## config.mk

```make
export PLATFORM = sky130hd
export DESIGN_NAME = sp_mem_rw_arbiter
export DESIGN_NICKNAME = d
export VERILOG_FILES = /design/src/rtl/sp_arb_pkg.sv /design/src/rtl/rd_valid_pipe.sv /design/src/rtl/sp_mem_rw_arbiter.sv
export SDC_FILE = /design/constraint.sdc
export NUM_CORES = 1
export LEC_CHECK = 0
export BUFFER_PORTS_ARGS = -buffer_cell sky130_fd_sc_hd__buf_2
export CAP_MARGIN = 20
export CORE_MARGIN = 2
export CORE_UTILIZATION = 34
export CTS_CLUSTER_SIZE = 14
export DETAILED_ROUTE_END_ITERATION = 10
export PLACE_DENSITY = 0.77
export REMOVE_ABC_BUFFERS = 1
export SLEW_MARGIN = 20
export SYNTH_ARGS = -nofsm -noshare
export SYNTH_HDL_FRONTEND = slang
export SYNTH_SLANG_ARGS = --single-unit
export TNS_END_PERCENT = 10
```

## constraint.sdc

```tcl
create_clock -name clk -period 2.6 [get_ports clk]
set_input_delay 0.52 -clock clk [delete_from_list [all_inputs] [get_ports clk]]
set_output_delay 0.52 -clock clk [all_outputs]
set_load 0.02 [all_outputs]
```

## src/rtl/sp_arb_pkg.sv

```systemverilog
// Shared types and default parameters for the single-port memory read/write arbiter.
package sp_arb_pkg;

    localparam int AW_DEF        = 8;
    localparam int DW_DEF        = 16;
    localparam int BURST_MAX_DEF = 4;
    localparam int RD_LAT_DEF    = 1;

    typedef enum logic [1:0] {
        IDLE = 2'd0,
        WR   = 2'd1,
        RD   = 2'd2,
        TURN = 2'd3
    } arb_state_t;

    typedef enum logic {
        SIDE_WR = 1'b0,
        SIDE_RD = 1'b1
    } side_t;

    function automatic side_t other_side(input side_t s);
        return (s == SIDE_WR) ? SIDE_RD : SIDE_WR;
    endfunction

endpackage

```

## src/rtl/rd_valid_pipe.sv

```systemverilog
// Delays the memory read enable by RD_LAT cycles to form the read-valid strobe.
module rd_valid_pipe #(
    parameter int RD_LAT = 1
) (
    input  logic clk,
    input  logic rst,
    input  logic rd_en,
    output logic rd_valid
);

    logic [RD_LAT-1:0] pipe_reg;
    logic [RD_LAT-1:0] pipe_next;

    assign pipe_next[0] = rd_en;

    generate
        for (genvar gi = 1; gi < RD_LAT; gi++) begin : g_stage
            assign pipe_next[gi] = pipe_reg[gi-1];
        end
    endgenerate

    // Clearing on reset drops any read that was still in flight.
    always_ff @(posedge clk) begin
        if (rst) begin
            pipe_reg <= '0;
        end else begin
            pipe_reg <= pipe_next;
        end
    end

    assign rd_valid = pipe_reg[RD_LAT-1];

endmodule

```

## src/rtl/sp_mem_rw_arbiter.sv

```systemverilog
// Round-robin burst arbiter sharing one single-port memory between a writer and a reader,
// with a one-cycle turnaround on direction changes.
module sp_mem_rw_arbiter
    import sp_arb_pkg::*;
#(
    parameter int AW        = AW_DEF,
    parameter int DW        = DW_DEF,
    parameter int BURST_MAX = BURST_MAX_DEF,
    parameter int RD_LAT    = RD_LAT_DEF
) (
    input  logic          clk,
    input  logic          rst,
    input  logic          wr_req,
    input  logic [AW-1:0] wr_addr,
    input  logic [DW-1:0] wr_data,
    output logic          wr_gnt,
    input  logic          rd_req,
    input  logic [AW-1:0] rd_addr,
    output logic          rd_gnt,
    output logic [DW-1:0] rd_data,
    output logic          rd_valid,
    output logic          mem_wr_en,
    output logic          mem_rd_en,
    output logic [AW-1:0] mem_addr,
    output logic [DW-1:0] mem_wdata,
    input  logic [DW-1:0] mem_rdata
);

    localparam int CW = $clog2(BURST_MAX + 1);

    arb_state_t    state_reg, state_next;
    side_t         last_served_reg, last_served_next;
    logic [CW-1:0] beat_cnt_reg, beat_cnt_next;
    logic          burst_done;
    side_t         turn_target;

    assign wr_gnt      = (state_reg == WR);
    assign rd_gnt      = (state_reg == RD);
    assign mem_wr_en   = wr_req & wr_gnt;
    assign mem_rd_en   = rd_req & rd_gnt;
    assign mem_addr    = wr_gnt ? wr_addr : (rd_gnt ? rd_addr : '0);
    assign mem_wdata   = wr_gnt ? wr_data : '0;
    assign rd_data     = mem_rdata;

    // A beat taken while the counter sits at BURST_MAX-1 completes the burst.
    assign burst_done  = (beat_cnt_reg == CW'(BURST_MAX - 1));
    assign turn_target = other_side(last_served_reg);

    always_comb begin
        state_next       = state_reg;
        last_served_next = last_served_reg;
        beat_cnt_next    = beat_cnt_reg;
        case (state_reg)
            IDLE: begin
                if (wr_req && rd_req) begin
                    state_next = (last_served_reg == SIDE_RD) ? WR : RD;
                end else if (wr_req) begin
                    state_next = WR;
                end else if (rd_req) begin
                    state_next = RD;
                end
            end
            WR: begin
                if (!wr_req) begin
                    state_next       = rd_req ? TURN : IDLE;
                    last_served_next = SIDE_WR;
                end else if (burst_done) begin
                    if (rd_req) begin
                        state_next       = TURN;
                        last_served_next = SIDE_WR;
                    end else begin
                        beat_cnt_next = '0;
                    end
                end else begin
                    beat_cnt_next = beat_cnt_reg + CW'(1);
                end
            end
            RD: begin
                if (!rd_req) begin
                    state_next       = wr_req ? TURN : IDLE;
                    last_served_next = SIDE_RD;
                end else if (burst_done) begin
                    if (wr_req) begin
                        state_next       = TURN;
                        last_served_next = SIDE_RD;
                    end else begin
                        beat_cnt_next = '0;
                    end
                end else begin
                    beat_cnt_next = beat_cnt_reg + CW'(1);
                end
            end
            TURN: begin
                if (turn_target == SIDE_WR) begin
                    state_next = wr_req ? WR : IDLE;
                end else begin
                    state_next = rd_req ? RD : IDLE;
                end
            end
            default: state_next = IDLE;
        endcase
        if (state_next != state_reg) begin
            beat_cnt_next = '0;
        end
    end

    // last_served resets to the reader so the writer wins the first tie.
    always_ff @(posedge clk) begin
        if (rst) begin
            state_reg       <= IDLE;
            last_served_reg <= SIDE_RD;
            beat_cnt_reg    <= '0;
        end else begin
            state_reg       <= state_next;
            last_served_reg <= last_served_next;
            beat_cnt_reg    <= beat_cnt_next;
        end
    end

    rd_valid_pipe #(
        .RD_LAT(RD_LAT)
    ) u_rd_valid_pipe (
        .clk     (clk),
        .rst     (rst),
        .rd_en   (mem_rd_en),
        .rd_valid(rd_valid)
    );

endmodule

```

# Word level (Yosys, flattened, before mapping)
# Cells that the tools add are included.
word_totals:
  regBits: 7
  input_bits: 52
  output_inout_bits: 45
  wordCells: 59
classes:
  n_addsub: 1
  n_eq_ne: 13
  mux: 33
  n_bitwise: 2
  n_reduce_logical: 6
ops:
  columns: ["op", "count"]
  rows:
  - ["2-to-1 mux 2 bit", 14]
  - ["2-to-1 mux 3 bit", 6]
  - ["2-to-1 mux 16 bit", 1]
  - ["2-to-1 mux 8 bit", 2]
  - ["AND reduction 5 bit", 2]
  - ["!= test 3 x 2 -> 1 bit, second input constant", 3]
  - ["!= test 3 bit, second input constant", 3]
  - ["one-hot mux 2 bit (4 select lines)", 1]
  - ["2-to-1 mux 1 bit", 7]
  - ["one-hot mux 3 bit (2 select lines)", 1]
  - ["== test 2 bit, second input constant", 2]
  - ["!= test 2 bit, second input constant", 2]
  - ["adder 3 x 1 -> 3 bit, second input constant", 1]
  - ["== test 3 x 2 -> 1 bit, second input constant", 1]
  - ["AND 1 bit", 2]
  - ["== test 2 x 1 -> 1 bit, second input constant", 1]
  - ["zero test 2 bit", 1]
  - ["!= test 2 bit", 1]
  - ["one-hot mux 1 bit (2 select lines)", 1]
  - ["nonzero test 2 bit", 1]
  - ["OR reduction 2 bit", 1]
  - ["logical AND 1 bit", 1]

# Depth between registers and ports, before layout
# Gate-level depths: netlist of run 1.
depth:
  ltp_word: 6
  depth_mapped: 7
  depth_no_buf: 7

# By module
# From an unflattened synthesis of run 1, not the netlist that was laid out.
unflattened:
  cells_unflattened: 113
  area_unflattened_um2: 894.6
modules_own_cells:
  columns: ["mod", "n_inst", "cells_each", "area_each_um2", "seq_area_each_um2"]
  rows:
  - ["sp_mem_rw_arbiter", 1, 111, 860.8, 120.1]
  - ["rd_valid_pipe", 1, 2, 33.8, 20.0]

# Worst setup path before layout of run 1
# Ideal clock, no wire load.
synth_path:
  path_type: "flip-flop to output port"
  from: "register state_reg[1]"
  to: "output mem_addr[0]"
  arrival_time_ns: 1.587
  required_ns: 2.080
  path_slack_ns: 0.493
  path_stages_with_launch: 6
  n_path_buf: 1
  cell_sequence: "dfxtp_1 > inv_1 > ha_1 > clkbuf_1 > nor2_1 > a22o_1"
synth_between:
  word_cells_on_any_way: 4
  classes_between: "eq/ne: 2; mux: 2"
synth_lines:
  columns: ["item", "line_no", "text"]
  rows:
  - ["from (decl)", "sp_mem_rw_arbiter.sv:31", "arb_state_t state_reg, state_next;"]
  - ["from (signal assigned)", "sp_mem_rw_arbiter.sv:114", "state_reg <= state_next;"]
  - ["== test 2 x 1 -> 1 bit", "sp_mem_rw_arbiter.sv:37", "assign wr_gnt = (state_reg == WR);"]
  - ["net wr_gnt", "sp_mem_rw_arbiter.sv:16", "output logic wr_gnt,"]
  - ["2-to-1 mux 8 bit", "sp_mem_rw_arbiter.sv:41", "assign mem_addr = wr_gnt ? wr_addr : (rd_gnt ? rd_addr : '0);"]
  - ["to (decl)", "sp_mem_rw_arbiter.sv:24", "output logic [AW-1:0] mem_addr,"]
# The timed path passes the listed nets, and every way through them passes these cells.

# Worst setup path in the final report of run 1
layout_path:
  from: "register state_reg[0]"
  to: "output mem_addr[1]"
layout_between:
  elab_chain_len: 3
  word_cells_on_any_way: 4
  classes_between: "eq/ne: 2; mux: 2"
layout_lines:
  columns: ["item", "line_no", "text"]
  rows:
  - ["== test 2 bit", "sp_mem_rw_arbiter.sv:38", "assign rd_gnt = (state_reg == RD);"]
  - ["2-to-1 mux 8 bit", "sp_mem_rw_arbiter.sv:41", null]
  - ["2-to-1 mux 8 bit *", "sp_mem_rw_arbiter.sv:41", null]
# Mark *: on every way between the ends. The rest lies on a longest branch, timed or not.

==> results.md, run 1 <==
- Outcome: finished clean
- Endpoints failing setup: 0
- Synth unique cells: 37
- Post-Place Cell Area: 0.001116 mm²
- Num CTS Buffers: 3
- Die width: approximately 55 µm
- Setup TNS: 0 ns
- Number of filler cells placed in the layout: around 260
- Cts repair resizes: 0
- Synth top area cells: dfxtp_1 16%, buf_4 14%, and2_1 13%, a22o_1 7.8%, ha_1 6.9%
- Cell row count: 18
- Diode count: 0
- XOR/XNOR Fraction of Synth Area: 0.009722
- Leak: 0.6240 nW
- Area Overhead vs Synth: 26.81%
- Critical Path Sink Type: output pin
- Clk_skew: between 0.0009 and 0.001 ns
- Post-synthesis mux area share: 0.02361
- Share of cells above drive strength 1: 0.4072
- TritonCTS Sinks: 7
- Yosys top cell by area: dfxtp_1
- Tmin final: 2.394 ns
- DRC violations left: 0
- Simple-gate share of the synthesized area: 0.2875
- Most common cell on crit path: inv_1
- WS Path Type: flip-flop to output pin
- Mean Syn Cell Area: 7.570 µm²
- Initial DRT Pass Iterations: 4
- Height of the die: 55.48 µm
- Top_reg_cell synth: dfxtp_1
- # nets final: approximately 230
- Gr usage total: 0.1640
- H-Tree Depth: 1
- WL final: 2609 µm
- DR iter-0 viols: 43
- Port Buffer Count: 64
- Clk Latency, worst-skew pair: 0.24 ns
- RSZ-0062 raised after global routing: no
- Synth Area in Adders: 0.06944
- Post-DRT Antenna Nets: 0
- Post-CTS Setup Inserts: 0
- Seq/Total Area, Yosys: 0.1556
- Fin. max-slew vios: 0
- Crit-path cells: inv_1, ha_1, inv_1, nor2_1, a22o_1, buf_2
- Post-synthesis async set-or-reset flop share: 0
- Post-Layout Inst Area: 0.001142 mm²
- Min setup slack post-route: between 0.2 and 0.25 ns
- Worst stage delay on the critical path: roughly 0.38 ns
- Most instantiated cells after synthesis: 18 x and2_1, 17 x buf_4, 8 x a22o_1, 8 x inv_1, 7 x dfxtp_1
- Maxcap violations: 0
- Post-Syn Instances: 119
- I/O pins: 97
- Mapped Area: 900.9 µm²
- Average routed wire per standard cell: 13.24 µm
- P per Cell Area: slightly above 900 mW/mm²
- Startpoint types: flip-flop
- Compound-Gate Fraction of Synth Area: 0.2542
- Max reg flops: 3
- Post-CTS Hold Fix Bufs: 0
- CP max FO: 8
- Post-synth EDFFs: 0
- Synthesized flop and latch total: 7
- Initial Util: 0.3604
- Via density: 5.096
- F_max: 417.8 MHz
- Core area: 0.002500 mm²
- Largest family of logic cells by synthesized area: simple AND/OR/NAND/NOR gates
- CP Data Arrival Time: roughly 1.9 ns
- CTS max path bufs: 2
- Worst-path clk slew: 0.05 ns
- Hpwl dp: 2124 µm
- Slew headroom: 0.7020
- Gr ovfl total: 0
- Fin crit share: 0.9207
- Routability cong.: 0.8362
- Vias in the first global route: 870
- CTS tree: built
- Min-delay worst type: flip-flop to flip-flop
- Worst IR drop on VDD: 0.4618 mV
- YS warnings: 0
- Initial antenna violation count: 0
- Critical path's slowest cell: nor2_1
- Worst-margin pin slew: 0.4453 ns
- Largest net degree at the start of global routing: 31
- Dpl ws: 0.4752 ns
- CP Data Required Time: 2.08 ns
- Count leader, synth: and2_1
- Die area: about 0.0031 mm²
- Synth top area share: 0.1556
- First-pass GRT wire length: 4064 µm
- Root Buffer: clkbuf_4
- Via count: around 1000
- Final hold vios: 0
final timing paths:
path	startpoint	to	slack, ns	cells after the start
setup / recovery	state_reg[0]	mem_addr[1]	0.21	6
hold reg to reg	beat_cnt_reg[2]	beat_cnt_reg[2]	0.48	2
setup reg to reg	state_reg[0]	beat_cnt_reg[1]	0.46	7
hold / removal	beat_cnt_reg[2]	beat_cnt_reg[2]	0.48	2
stage by stage:
| stage | utilization | hold WS [ns] | power [W] | std cells |
|---|---|---|---|---|
| 5_1_grt | 0.4570 | 0.5296 | 0.001159 | 197 |
| 6_report | 0.4570 | 0.4796 | 0.001058 | 197 |
| 2_1_floorplan | - | 0.4555 | 0.0007365 | 98 |
| 3_5_place_dp | 0.4464 | 0.4732 | 0.0009652 | 193 |
| 3_3_place_gp | 0.4464 | 0.4704 | 0.0009623 | 193 |
| 4_1_cts | 0.4570 | 0.4819 | 0.001069 | 197 |
kinds of logic (layout without fill, tap and decap cells):
group / count (synthesis) / in the layout
buffers and inverters: 29 / 77
XOR/XNOR: 1 / 1
adder cells (fa/ha/maj): 5 / 5
flip-flops: 7 / 7
multiplexers: 2 / 2
AND/OR/NAND/NOR: 45 / 45
AO/OA/AOI/OAI: 30 / 30
per-layer routing:
metal  GRT usage  vias up  wire length, µm
li1            -      498                -
met2      0.2449       71             1156
met3      0.1124        4              367
met5           0        -                0
met1      0.1819      431             1058
met4     0.06272        0               26
power by group:
part | internal (W) | leakage [nW] | switching [W]
sequential | 0.000137 | 0.0572 | 0.0000400
clock | 0.0000583 | 0.0150 | 0.0000364
combinational | 0.000319 | 0.552 | 0.000467
total | 0.000514 | 0.624 | 0.000544
layout make-up:
cell class	instances	area, µm²	share of cell area
clock buffer	4	26.28	0.02300
inverter	8	30.03	0.02629
tap	30	37.54	0.03286
timing repair buffer	65	327.8	0.2870
multi-input combinational	83	580.6	0.5082
sequential	7	140.1	0.1227
critical path: cells and delay by family, from the launching register on:
family                     cells  cell delay, ns
AOI/OAI and AO/OA              1            0.20
adders and majority gates      1            0.28
buffers and inverters          3            0.40
DFF                            1            0.37
and+or+nand+nor                1            0.38
cells in the final DEF, fill, tap and decap left out, drive strengths merged:
| cell type | count |
|---|---|
| a22o | 8 |
| and3 | 2 |
| a311o | 1 |
| xnor2 | 1 |
| a21oi | 4 |
| nand2 | 5 |
| nor2b | 1 |
| and2 | 18 |
| o21ai | 3 |
| nor2 | 4 |
| dfxtp | 7 |
| nor3 | 5 |
| o22ai | 1 |
| o32ai | 1 |
| or3 | 1 |
| a21boi | 4 |
| ha | 5 |
| a31oi | 1 |
| clkbuf | 4 |
| buf | 65 |
| nand2b | 4 |
| nor4 | 1 |
| a211o | 1 |
| o22a | 1 |
| inv | 8 |
| nor4b | 1 |
| and2b | 2 |
| mux2 | 1 |
| o31ai | 1 |
| a221o | 1 |
| a311oi | 1 |
| nand3b | 1 |
| o311a | 1 |
| mux2i | 1 |
| o2111ai | 1 |
(Power assumes the default switching activity.)
==> inputs of run 2 (changes only) <==
CORE_UTILIZATION = 31   (was 34)
PLACE_DENSITY = 0.74   (was 0.77)
clock period = 2.01 ns   (was 2.6 ns; I/O delays follow)
==> results.md, run 2 (synthesis results as in run 1) <==
- Gr ovfl total: 0 (unchanged)
- Via density: 5.139 (was 5.096)
- Reg2reg setup slack: 0.05 ns (was 0.46 ns)
- Initial DRT Pass Iterations: 4 (unchanged)
- Post-DRT Antenna Nets: 0 (unchanged)
- Worst IR drop on VDD: 0.7930 mV (was 0.4618 mV)
- Diode count: 0 (unchanged)
- Gr usage total: 0.1633 (was 0.1640)
- Leading cell type in the layout, fill and taps excluded: buf_2 (unchanged)
- Dpl ws: 0.05025 ns (was 0.4752 ns)
- Internal power: 0.0007330 W (was 0.0005139 W)
- Switching Fraction: 0.5068 (was 0.5141)
- Psw: 0.0007533 W (was 0.0005438 W)
- Hold path cells: 2 (unchanged)
- Outcome: finished clean (unchanged)
- DR iter-0 viols: 28 (was 43)
- Initial Util: 0.3267 (was 0.3604)
- CP max FO: 5 (was 8)
- Seq pwr share: 0.152 (was 0.167)
- Critical path's slowest cell: or3_1 (was nor2_1)
- Port Buffer Count: 64 (unchanged)
- Hold EP: u_rd_valid_pipe.rd_valid (was beat_cnt_reg[2])
- Hold_ws: 0.4036 ns (was 0.4796 ns)
- Most frequent cells in the layout: 64 x buf_2, 18 x and2_1, 8 x a22o_1, 7 x inv_1, 6 x dfxtp_1 (was 64 x buf_2, 18 x and2_1, 8 x inv_1, 8 x a22o_1, 7 x dfxtp_1)
- First-pass GRT wire length: 4160 µm (was 4064 µm)
- Min-delay worst type: primary input to flip-flop (was flip-flop to flip-flop)
- Clk Latency, worst-skew pair: 0.25 ns (was 0.24 ns)
- WL final: 2859 µm (was 2609 µm)
- Vias in the first global route: 948 (was 870)
- F_max: 511.2 MHz
- Num CTS Buffers: 3 (unchanged)
- Tmin final: between 1.5 and 2 ns
- Crit-path cells: inv_1, ha_1, inv_1, a31oi_1, or3_1, o311a_1, nor3_1 (was inv_1, ha_1, inv_1, nor2_1, a22o_1, buf_2)
- Final hold vios: 0 (unchanged)
- Max reg flops: 3 (unchanged)
- DRC violations left: 0 (unchanged)
- Initial antenna violation count: 0 (unchanged)
- Gate power share: 0.760 (was 0.743)
- RR Startpoint: state_reg[1] (was state_reg[0])
- Fin crit share: 0.9733
- Post-Place Cell Area: 0.001147 mm² (was 0.001116 mm²)
- CP Data Required Time: 2.19 ns (was 2.08 ns)
- Worst-margin pin slew: 0.3685 ns (was 0.4453 ns)
- Cell Count Post-Placement: 198 (was 193)
- Height of the die: 57.91 µm (was 55.48 µm)
- Leak: 0.6472 nW (was 0.6240 nW)
- Worst-path clk slew: 0.06 ns (was 0.05 ns)
- Startpoint types: flip-flop (unchanged)
- Root Buffer: clkbuf_4 (unchanged)
- Hpwl dp: 2314 µm (was 2124 µm)
- RSZ-0062 raised after global routing: yes (was no)
- FF-to-FF End: beat_cnt_reg[0] (was beat_cnt_reg[1])
- Post-Layout Inst Area: 0.001207 mm² (was 0.001142 mm²)
- Cell row count: 19 (was 18)
- HP Start: rst (was beat_cnt_reg[2])
- TritonCTS Sinks: 7 (unchanged)
- Routability cong.: 0.8648 (was 0.8362)
- Die area: 0.003353 mm² (was 0.003077 mm²)
- # nets final: 229 (was 225)
- CP Data Arrival Time: 2.13 ns (was 1.87 ns)
- Via count: 1038 (was 1004)
- Worst stage delay on the critical path: 0.41 ns (was 0.38 ns)
- CTS max path bufs: 2 (unchanged)
- Core area: 0.002758 mm² (was 0.002500 mm²)
- Critical Path Sink Type: flip-flop (was output pin)
- Slew headroom: 0.7536 (was 0.7020)
- Clk_skew: 0.005880 ns (was 0.0009978 ns)
- WS Path Type: flip-flop to flip-flop (was flip-flop to output pin)
- CTS tree: built (unchanged)
- Most common cell on crit path: inv_1 (unchanged)
- H-Tree Depth: 1 (unchanged)
- Min setup slack post-route: 0.05366 ns (was 0.2063 ns)
- Average routed wire per standard cell: 14.15 µm (was 13.24 µm)
- Clock network power share: 0.088 (was 0.090)
- Fin. max-slew vios: 0 (unchanged)
- P per Cell Area: 1231 mW/mm² (was 925.9 mW/mm²)
- Largest net degree at the start of global routing: 18 (was 31)
- Maxcap violations: 0 (unchanged)
- I/O pins: 97 (unchanged)
- Share of cells above drive strength 1: 0.4503 (was 0.4072)
- Die width: 57.91 µm (was 55.48 µm)
- Reg2reg path depth: 7 (unchanged)
- Post-route insts no fill: 202 (was 197)
- Final core occ: 0.4378 (was 0.4570)
- Endpoints failing setup: 0 (unchanged)
- Area Overhead vs Synth: 34.03% (was 26.81%)
## run 2: how the worst max path moves through the flow
| stage | from | cells past startpoint | end |
|---|---|---|---|
| final | state_reg[1] | 7 | beat_cnt_reg[0] |
| after global routing | state_reg[1] | 7 | beat_cnt_reg[0] |
| after CTS | state_reg[0] | 7 | mem_addr[6] |
| after detailed placement | state_reg[1] | 7 | beat_cnt_reg[0] |
| after global placement | state_reg[1] | 7 | beat_cnt_reg[1] |
| after floorplan | state_reg[1] | 4 | mem_addr[0] |
## run 2: what timing repair did
action                                  4_1_cts  5_1_grt
hold buffers                                  0        0
setup buffers                                 0        0
gates resized for setup                       3        5
cloned                                        0        0
endpoints found under the setup margin        8       10
## run 2: layout make-up
cell class / instances / area [µm²]
Tap cell: 31 / 38.79
Sequential cell: 7 / 143.9
Clock buffer: 4 / 26.28
Timing Repair Buffer: 69 / 357.8
Multi-Input combinational cell: 83 / 610.6
Fill cell: 307 / 1550
Inverter: 8 / 30.03
## run 2: critical path, delay by kind of cell, from the launching register on
family                     cells  cell delay, ns
and+or+nand+nor                2            0.59
buffers and inverters          2            0.19
DFF                            1            0.38
adders and majority gates      1            0.22
AOI/OAI and AO/OA              2            0.50
## run 2: power groups by stage
stage                     Combinational [W]  Clock (W)  Sequential [W]
final                               0.00113   0.000131        0.000225
after global routing                0.00124   0.000149        0.000229
after CTS                           0.00110   0.000139        0.000217
after detailed placement            0.00109          0        0.000217
after global placement              0.00108          0        0.000215
after floorplan                    0.000736          0        0.000217
## run 2: metrics by stage
stage | TNS, ns | total power [W]
3_3_place_gp | 0 | 0.001291
5_1_grt | -0.06895 | 0.001615
4_1_cts | 0 | 0.001453
3_5_place_dp | 0 | 0.001306
6_report | 0 | 0.001486
2_1_floorplan | -0.1648 | 0.0009526
## run 2: layer usage
metal  share of wire  routed length [µm]  track usage
met5               0                   0            0
met4           0.016                  46      0.05316
met3            0.16                 453       0.1205
met2            0.45                1281       0.2581
met1            0.38                1078       0.1689
